File: src/rtl/rom_fetch_ctrl_pkg.sv
// rom_fetch_ctrl_pkg: shared FSM state encoding and default sizes for the ROM fetch sequencer
package rom_fetch_ctrl_pkg;
  typedef enum logic [2:0] {
    IDLE    = 3'd0,
    REQ     = 3'd1,
    WAIT_HI = 3'd2,
    WAIT_LO = 3'd3,
    HOLD    = 3'd4
  } state_t;
  localparam int ADDR_W_DEF       = 8;
  localparam int DATA_W_DEF       = 16;
  localparam int WAIT_TIMEOUT_DEF = 31;
endpackage

File: src/rtl/rom_fetch_ctrl_watchdog.sv
// fetch_watchdog: clearable cycle counter; tc flags LIMIT cycles since the last clear
//   Clk, Resetn : clock, async active-low reset
//   clr         : restart counting from zero
//   tc          : counter has reached LIMIT
module fetch_watchdog
  import rom_fetch_ctrl_pkg::*;
#(
  parameter int LIMIT = WAIT_TIMEOUT_DEF
) (
  input  logic Clk,
  input  logic Resetn,
  input  logic clr,
  output logic tc
);
  localparam int CW = $clog2(LIMIT + 1);
  logic [CW-1:0] cnt;
  always_ff @(posedge Clk or negedge Resetn)
    if (!Resetn) cnt <= '0;
    else cnt <= clr ? '0 : cnt + 1'b1;
  assign tc = cnt == CW'(LIMIT);
endmodule

File: src/rtl/rom_fetch_ctrl.sv
// rom_fetch_ctrl: instruction-fetch sequencer driving a ROM access timer and a valid/ready decoder port
//   Clk, Resetn          : clock, async active-low reset
//   run                  : keep fetching while high
//   pc_load, pc_load_val : one-cycle PC redirect and its target
//   start_timer, ROMsel  : access request pulse / access window from the timer
//   rom_addr, rom_data   : ROM address (held through the window) and read data
//   instr, instr_valid, instr_ready : decoder handshake
//   pc                   : next fetch address
//   timeout_err          : sticky watchdog error, blocks further fetches until reset
module rom_fetch_ctrl
  import rom_fetch_ctrl_pkg::*;
#(
  parameter int ADDR_W       = ADDR_W_DEF,
  parameter int DATA_W       = DATA_W_DEF,
  parameter int WAIT_TIMEOUT = WAIT_TIMEOUT_DEF
) (
  input  logic              Clk,
  input  logic              Resetn,
  input  logic              run,
  input  logic              pc_load,
  input  logic [ADDR_W-1:0] pc_load_val,
  output logic              start_timer,
  input  logic              ROMsel,
  output logic [ADDR_W-1:0] rom_addr,
  input  logic [DATA_W-1:0] rom_data,
  output logic [DATA_W-1:0] instr,
  output logic              instr_valid,
  input  logic              instr_ready,
  output logic [ADDR_W-1:0] pc,
  output logic              timeout_err
);
  state_t state, state_n;
  logic [ADDR_W-1:0] pc_n, tgt, tgt_n;
  logic pend, pend_n, valid_n, capture, timeout, tc, waiting;
  assign waiting = state == WAIT_HI || state == WAIT_LO;
  fetch_watchdog #(.LIMIT(WAIT_TIMEOUT)) u_wdog (
    .Clk    (Clk),
    .Resetn (Resetn),
    .clr    (!waiting || state_n != state),
    .tc     (tc)
  );
  always_comb begin
    state_n = state;
    pc_n    = pc;
    pend_n  = pend;
    tgt_n   = tgt;
    valid_n = instr_valid;
    capture = 1'b0;
    timeout = 1'b0;
    // mid-access redirects are deferred; the latest target wins
    if (pc_load && (state == REQ || waiting)) begin
      pend_n = 1'b1;
      tgt_n  = pc_load_val;
    end
    case (state)
      IDLE: begin
        pc_n    = pc_load ? pc_load_val : pc;
        state_n = run && !timeout_err ? REQ : IDLE;
      end
      REQ: state_n = WAIT_HI;
      WAIT_HI: begin
        state_n = ROMsel ? WAIT_LO : state;
        timeout = !ROMsel && tc;
      end
      WAIT_LO: begin
        timeout = ROMsel && tc;
        if (!ROMsel) begin
          // a redirect seen during the access (even this cycle) drops the fetched word
          if (pend || pc_load) begin
            pc_n    = pc_load ? pc_load_val : tgt;
            pend_n  = 1'b0;
            state_n = run ? REQ : IDLE;
          end else begin
            capture = 1'b1;
            valid_n = 1'b1;
            state_n = HOLD;
          end
        end
      end
      HOLD: begin
        // redirect flushes the held word and beats a same-cycle accept
        if (pc_load || instr_ready) begin
          pc_n    = pc_load ? pc_load_val : pc + 1'b1;
          valid_n = 1'b0;
          state_n = run ? REQ : IDLE;
        end
      end
      default: state_n = IDLE;
    endcase
    if (timeout) state_n = IDLE;
  end
  always_ff @(posedge Clk or negedge Resetn)
    if (!Resetn) begin
      state       <= IDLE;
      pc          <= '0;
      rom_addr    <= '0;
      instr       <= '0;
      instr_valid <= 1'b0;
      start_timer <= 1'b0;
      timeout_err <= 1'b0;
      pend        <= 1'b0;
      tgt         <= '0;
    end else begin
      state       <= state_n;
      pc          <= pc_n;
      pend        <= pend_n;
      tgt         <= tgt_n;
      instr_valid <= valid_n;
      start_timer <= state_n == REQ;
      if (state_n == REQ) rom_addr <= pc_n;
      if (capture) instr <= rom_data;
      if (timeout) timeout_err <= 1'b1;
    end
endmodule

File: config.mk
export PLATFORM = sky130hd
export DESIGN_NAME = rom_fetch_ctrl
export DESIGN_NICKNAME = d
export VERILOG_FILES = /design/src/rtl/rom_fetch_ctrl_pkg.sv /design/src/rtl/rom_fetch_ctrl_watchdog.sv /design/src/rtl/rom_fetch_ctrl.sv
export SDC_FILE = /design/constraint.sdc
export NUM_CORES = 1
export LEC_CHECK = 0
export ABC_AREA = 1
export BUFFER_PORTS_ARGS = -buffer_cell sky130_fd_sc_hd__buf_2
export CAP_MARGIN = 15
export CORE_ASPECT_RATIO = 1.2
export CORE_MARGIN = 2
export CORE_UTILIZATION = 48
export CTS_CLUSTER_DIAMETER = 80
export CTS_CLUSTER_SIZE = 40
export DETAILED_ROUTE_END_ITERATION = 12
export MAX_ROUTING_LAYER = met4
export PLACE_DENSITY_LB_ADDON = 0.15
export SLEW_MARGIN = 20
export SYNTH_ARGS = -nofsm -noshare
export SYNTH_HDL_FRONTEND = slang
export SYNTH_SLANG_ARGS = --single-unit
File: constraint.sdc
create_clock -name Clk -period 1.5 [get_ports Clk]
set_input_delay 0.3 -clock Clk [delete_from_list [all_inputs] [get_ports Clk]]
set_output_delay 0.3 -clock Clk [all_outputs]
set_load 0.1 [all_outputs]
# Word level (Yosys, flattened, before mapping)
# Index checks and enable logic that the tools add are counted.
# word_totals
word_cells,65
output_inout_bits,35
reg_bits,52
# op_classes
add_sub_neg,2
n_eq_ne,10
reduce_logical,15
mux,28
# op_table
operator,n
2-to-1 mux 8 bit,6
one-hot mux 8 bit (3 select lines),1
2-to-1 mux 3 bit,5
one-hot mux 3 bit (5 select lines),1
2-to-1 mux 1 bit,12
adder 8 x 1 -> 8 bit (second input constant),1
equality test 3 x 1 -> 1 bit (second input constant),2
equality test 3 x 2 -> 1 bit (second input constant),2
!= test 2 bit (second input constant),3
adder 5 x 1 -> 5 bit (second input constant),1
equality test 5 bit (second input constant),1
logical OR 1 bit,5
2-to-1 mux 5 bit,1
logical AND 1 bit,4
one-hot mux 1 bit (2 select lines),2
AND reduction 4 bit,1
equality test 3 bit (second input constant),1
logical NOT 1 bit,3
logical NOT 3 bit,1
!= test 3 bit,1
nonzero test 2 bit,1

# Logic depth before layout (Yosys ltp)
# depth
depth_word,8
mapped_depth,11
depth_no_buf,11

# Modules after synthesis
# Synthesis repeated with hierarchy kept, for this count alone.
# hier_totals
cells_unflattened,356
area_unflattened_um2,2728.9
# by_module_without_submodules
module,instances,area_per_inst_um2,cells_per_inst,seq_area_each_um2
rom_fetch_ctrl,1,2514.9,333,1176.1
fetch_watchdog,1,214.0,23,125.1

# Worst setup path before layout
# OpenSTA, ideal clock, no wires.
# synth_path
path_type,register to register
startpoint,register pc[1]
endpoint,register rom_addr[6]
t_required_ns,1.380
stages_incl_launch_ff,11
n_path_buf,0
synth_period_minus_slack_ns,2.086
path_slack_ns,-0.586
t_arrival_ns,1.966
setup_time_ns,0.120
cell_sequence,dfrtp_1 ha_1 nand2_1 nor2_1 nand2_1 nand2_1 nand3_1 nand2_1 nand4_1 nand2_1 nand2_1
# synth_between
elab_chain_len,4
# synth_rtl
item,line,rtl
from (decl),rom_fetch_ctrl.sv:29,"output logic [ADDR_W-1:0] pc,"
from (signal assigned),rom_fetch_ctrl.sv:105,pc <= pc_n;
adder 8 x 1 -> 8 bit,rom_fetch_ctrl.sv:83,pc_n = pc_load ? pc_load_val : pc + 1'b1;
2-to-1 mux 8 bit,rom_fetch_ctrl.sv:83,
2-to-1 mux 8 bit,rom_fetch_ctrl.sv:82,if (pc_load || instr_ready) begin
one-hot mux 8 bit (3 select lines),rom_fetch_ctrl.sv:55,case (state)
net pc_n[6],rom_fetch_ctrl.sv:33,"logic [ADDR_W-1:0] pc_n, tgt, tgt_n;"
to (signal assigned),rom_fetch_ctrl.sv:110,if (state_n == REQ) rom_addr <= pc_n;
to (decl),rom_fetch_ctrl.sv:24,"output logic [ADDR_W-1:0] rom_addr,"
# The timed path passes the listed nets, and every way through them passes these cells.
# A chain may end at the register's enable or synchronous reset.

# Worst setup path after layout
# layout_path
startpoint,register u_wdog.cnt[1]
endpoint,register rom_addr[5]
# layout_between
elab_chain_len,5
# layout_rtl
item,line,rtl
from (decl),rom_fetch_ctrl_watchdog.sv:16,logic [CW-1:0] cnt;
from (signal assigned),rom_fetch_ctrl_watchdog.sv:19,else cnt <= clr ? '0 : cnt + 1'b1;
equality test 5 bit *,rom_fetch_ctrl_watchdog.sv:20,assign tc = cnt == CW'(LIMIT);
logical AND 1 bit (on tied branches),"rom_fetch_ctrl.sv:66, rom_fetch_ctrl.sv:63",
one-hot mux 1 bit (2 select lines) *,rom_fetch_ctrl.sv:55,
2-to-1 mux 3 bit *,rom_fetch_ctrl.sv:90,if (timeout) state_n = IDLE;
equality test 3 x 1 -> 1 bit *,rom_fetch_ctrl.sv:110,
# Mark *: on every way between the ends. The rest lies on a longest branch, timed or not.

==> flow_summary.ini <==
[drt]
ant_nets = 0
wire_per_inst_um = 14.5
firstDrtPassIters = 4
vias = 2595
viasPerCell = 5.14
drtIter0Drc = 141
drc_errors = 0
drt-total-wl_um = 7320

[synthesis]
ys_seq_elements = 52
syn_area_mm2 = 0.00278
ys_types = 33
avgSynthCellArea_um2 = 8.38
ys_top_cells_by_count = 97 x nand2_1, 52 x dfrtp_1, 36 x nor2_1, 33 x inv_1, 26 x nand3_1
yosysTopAreaCell = dfrtp_1
postSynthCellCount = 332
async_reset_ff_share_pct = 100
ys.flop_type = dfrtp_1
synth_fp_nets = 365
netlist.area_leader.share_pct = 46.8
seq_area_frac_synth_pct = 46.8
yosys_warnings = 0
synth.area.top_cells = dfrtp_1 47%, nand2_1 13%, nor2_1 4.9%
synth-edff-count = 0
yosys.cell_count.top_type = nand2_1

[global_route]
antenna_found_initial = 0
grt_pass1_wl_um = 11900
grt_overflow = 0
grt_pass1_vias = 2705
grt_max_degree = 53
track_usage_pct = 24.8

[clock_tree]
cts-htree-levels = 2
cts_tree = built
cts_buffers = 5
clkTransAtPathRegs_ns = 0.09
cts_buffer_depth = 2
cts_sinks = 52
clock_latency_ns = 0.30
clock-root-buffer = clkbuf_8

[run]
cap_violations = 0

[floorplan]
die_w_um = 73.5
start_util_pct = 49.4
core_mm2 = 0.00563
die_area_mm2 = 0.00642
pin_count = 65
die_h_um = 87.4
std_cell_rows = 30

[timing]
finalWorstSetupSlack_ns = -0.154
report.final.slew_viol_count = 0
tightest_slew_ns = 0.495
rsz0062_at_grt = true
hold_ws_ns = 0.218
finClkSkew_ns = 0.00752
relSlewSlack_pct = 67.2
finalHoldViolCount = 0
clock.fmax_ghz = 0.605
setup_viol = 15
final.period_utilization_pct = 110
fin_crit_ns = 1.65

[outcome]
violations = negative setup slack
status = complete, but fails checks

[place]
io_buffer_count = 64
gp_congestion = 0.889
place_ws_ns = -0.159
hpwl_um = 5200

[setup_path]
path_delay_family = simple AND/OR/NAND/NOR gates
slowest_stage = dfrtp_1
cp_data_required_time_ns = 1.75
critPathKind = reg2reg
cpPeakStageDelay_ns = 0.40
worstPathMaxFanout = 6
path_buf_inv = 1
worst_setup_path_start_kind = flip-flop
cp-end-kind = flip-flop
cp_cell_sequence = ha_4 > nand2_4 > nor2_4 > ha_4 > nand4_4 > nand2_4 > nand3_4 > clkinvlp_4 > nand2_1 > nand2_1
crit_arrival_ns = 1.91

[final_layout]
num_antenna_cells = 0
final_util_pct = 67.6
nFillCells = 479
drive_above_1_share_pct = 42.4
area_growth_pct = 36.7
nets = 473

[worst_hold_path]
hold_path.class = in2reg
-- logic make-up after synthesis --
group,synth area share [%]
simple gates,31.0
flops,46.8
buf+inv,7.19
compound gates,5.85
mux,7.55
fa+ha+maj,1.35
xor+xnor,0.315
-- what timing repair did --
action                                  4_1_cts  5_1_grt
hold buffers                                  1        0
hold endpoints to repair                     52        0
resized for setup                            16       22
gates cloned                                  2        0
pin swaps                                     8        9
buffers inserted                             10        4
endpoints found under the setup margin       18       30
-- area by class of cell --
cell class / count / area [um^2] / area share [%]
clock buffers: 6 / 72.6 / 1.91
clock inverters: 2 / 16.3 / 0.427
inverters: 38 / 145 / 3.81
multi-input cells: 237 / 1420 / 37.4
flip-flops and latches: 52 / 1320 / 34.8
well taps: 64 / 80.1 / 2.10
repair buffers: 105 / 738 / 19.4
repair inverters: 1 / 7.51 / 0.197
-- routing by layer --
metal / GRT usage, % / part of all wire (%) / vias up
li1: - / - / 1284
met1: 26.7 / 40 / 1227
met2: 44.2 / 54 / 67
met3: 3.70 / 3.2 / 17
met4: 11.1 / 2.9 / 0
met5: - / 0 / -
-- placed cells by master (no fill, tap or decap), types with 5 or more instances in the layout --
cell type	n
nand2_1	86
buf_2	56
dfrtp_1	40
buf_4	39
nor2_1	33
inv_1	30
nand3_1	26
o21ai_0	14
nand2_2	11
dfrtp_2	9
mux2_4	8
mux2_2	8
inv_2	7
buf_12	7
nor2_4	6
o21ai_1	6
nand4_1	5
clkbuf_8	5
-- worst reg2reg max path: cells and delay by family (launching register included) --
kind,cells,cell delay [ns]
AND/OR/NAND/NOR,7,0.74
adder cells (fa/ha/maj),2,0.32
flip-flops,1,0.40
buffers and inverters,1,0.15
-- worst paths after layout --
kind                                    startpoint                 endpoint  slack [ns]  depth (start not counted)
min reg2reg                     tgt[7]$_DFFE_PN0P_       tgt[7]$_DFFE_PN0P_        0.49                          2
max in group asynchronous                   Resetn       state[1]$_DFF_PN0_        0.73                          3
min in group asynchronous                   Resetn       tgt[3]$_DFFE_PN0P_        0.50                          3
max reg2reg                u_wdog.cnt[1]$_DFF_PN0_  rom_addr[5]$_DFFE_PN0P_       -0.15                         10
max                        u_wdog.cnt[1]$_DFF_PN0_  rom_addr[5]$_DFFE_PN0P_       -0.15                         10
min                                    rom_data[5]     instr[5]$_DFFE_PN0P_        0.22                          2
-- state kept, by name (all words and copies together) (netlist names) --
register     flops
pc               8
timeout_err      1
state            3
u_wdog.cnt       5
start_timer      1
rom_addr         8
tgt              8
instr           16
pend             1
instr_valid      1
-- per-stage QoR --
step | instances | TNS [ns] | cell area (um^2)
2_1_floorplan | 332 | -0.0450 | 2820
3_3_place_gp | 480 | -1.03 | 3440
3_5_place_dp | 480 | -1.65 | 3440
4_1_cts | 501 | -1.40 | 3690
5_1_grt | 505 | -3.15 | 3800
6_report | 505 | -1.63 | 3800
Power is not shown: default switching activity piles up to over one toggle a cycle in this logic, so the estimate is an artifact.
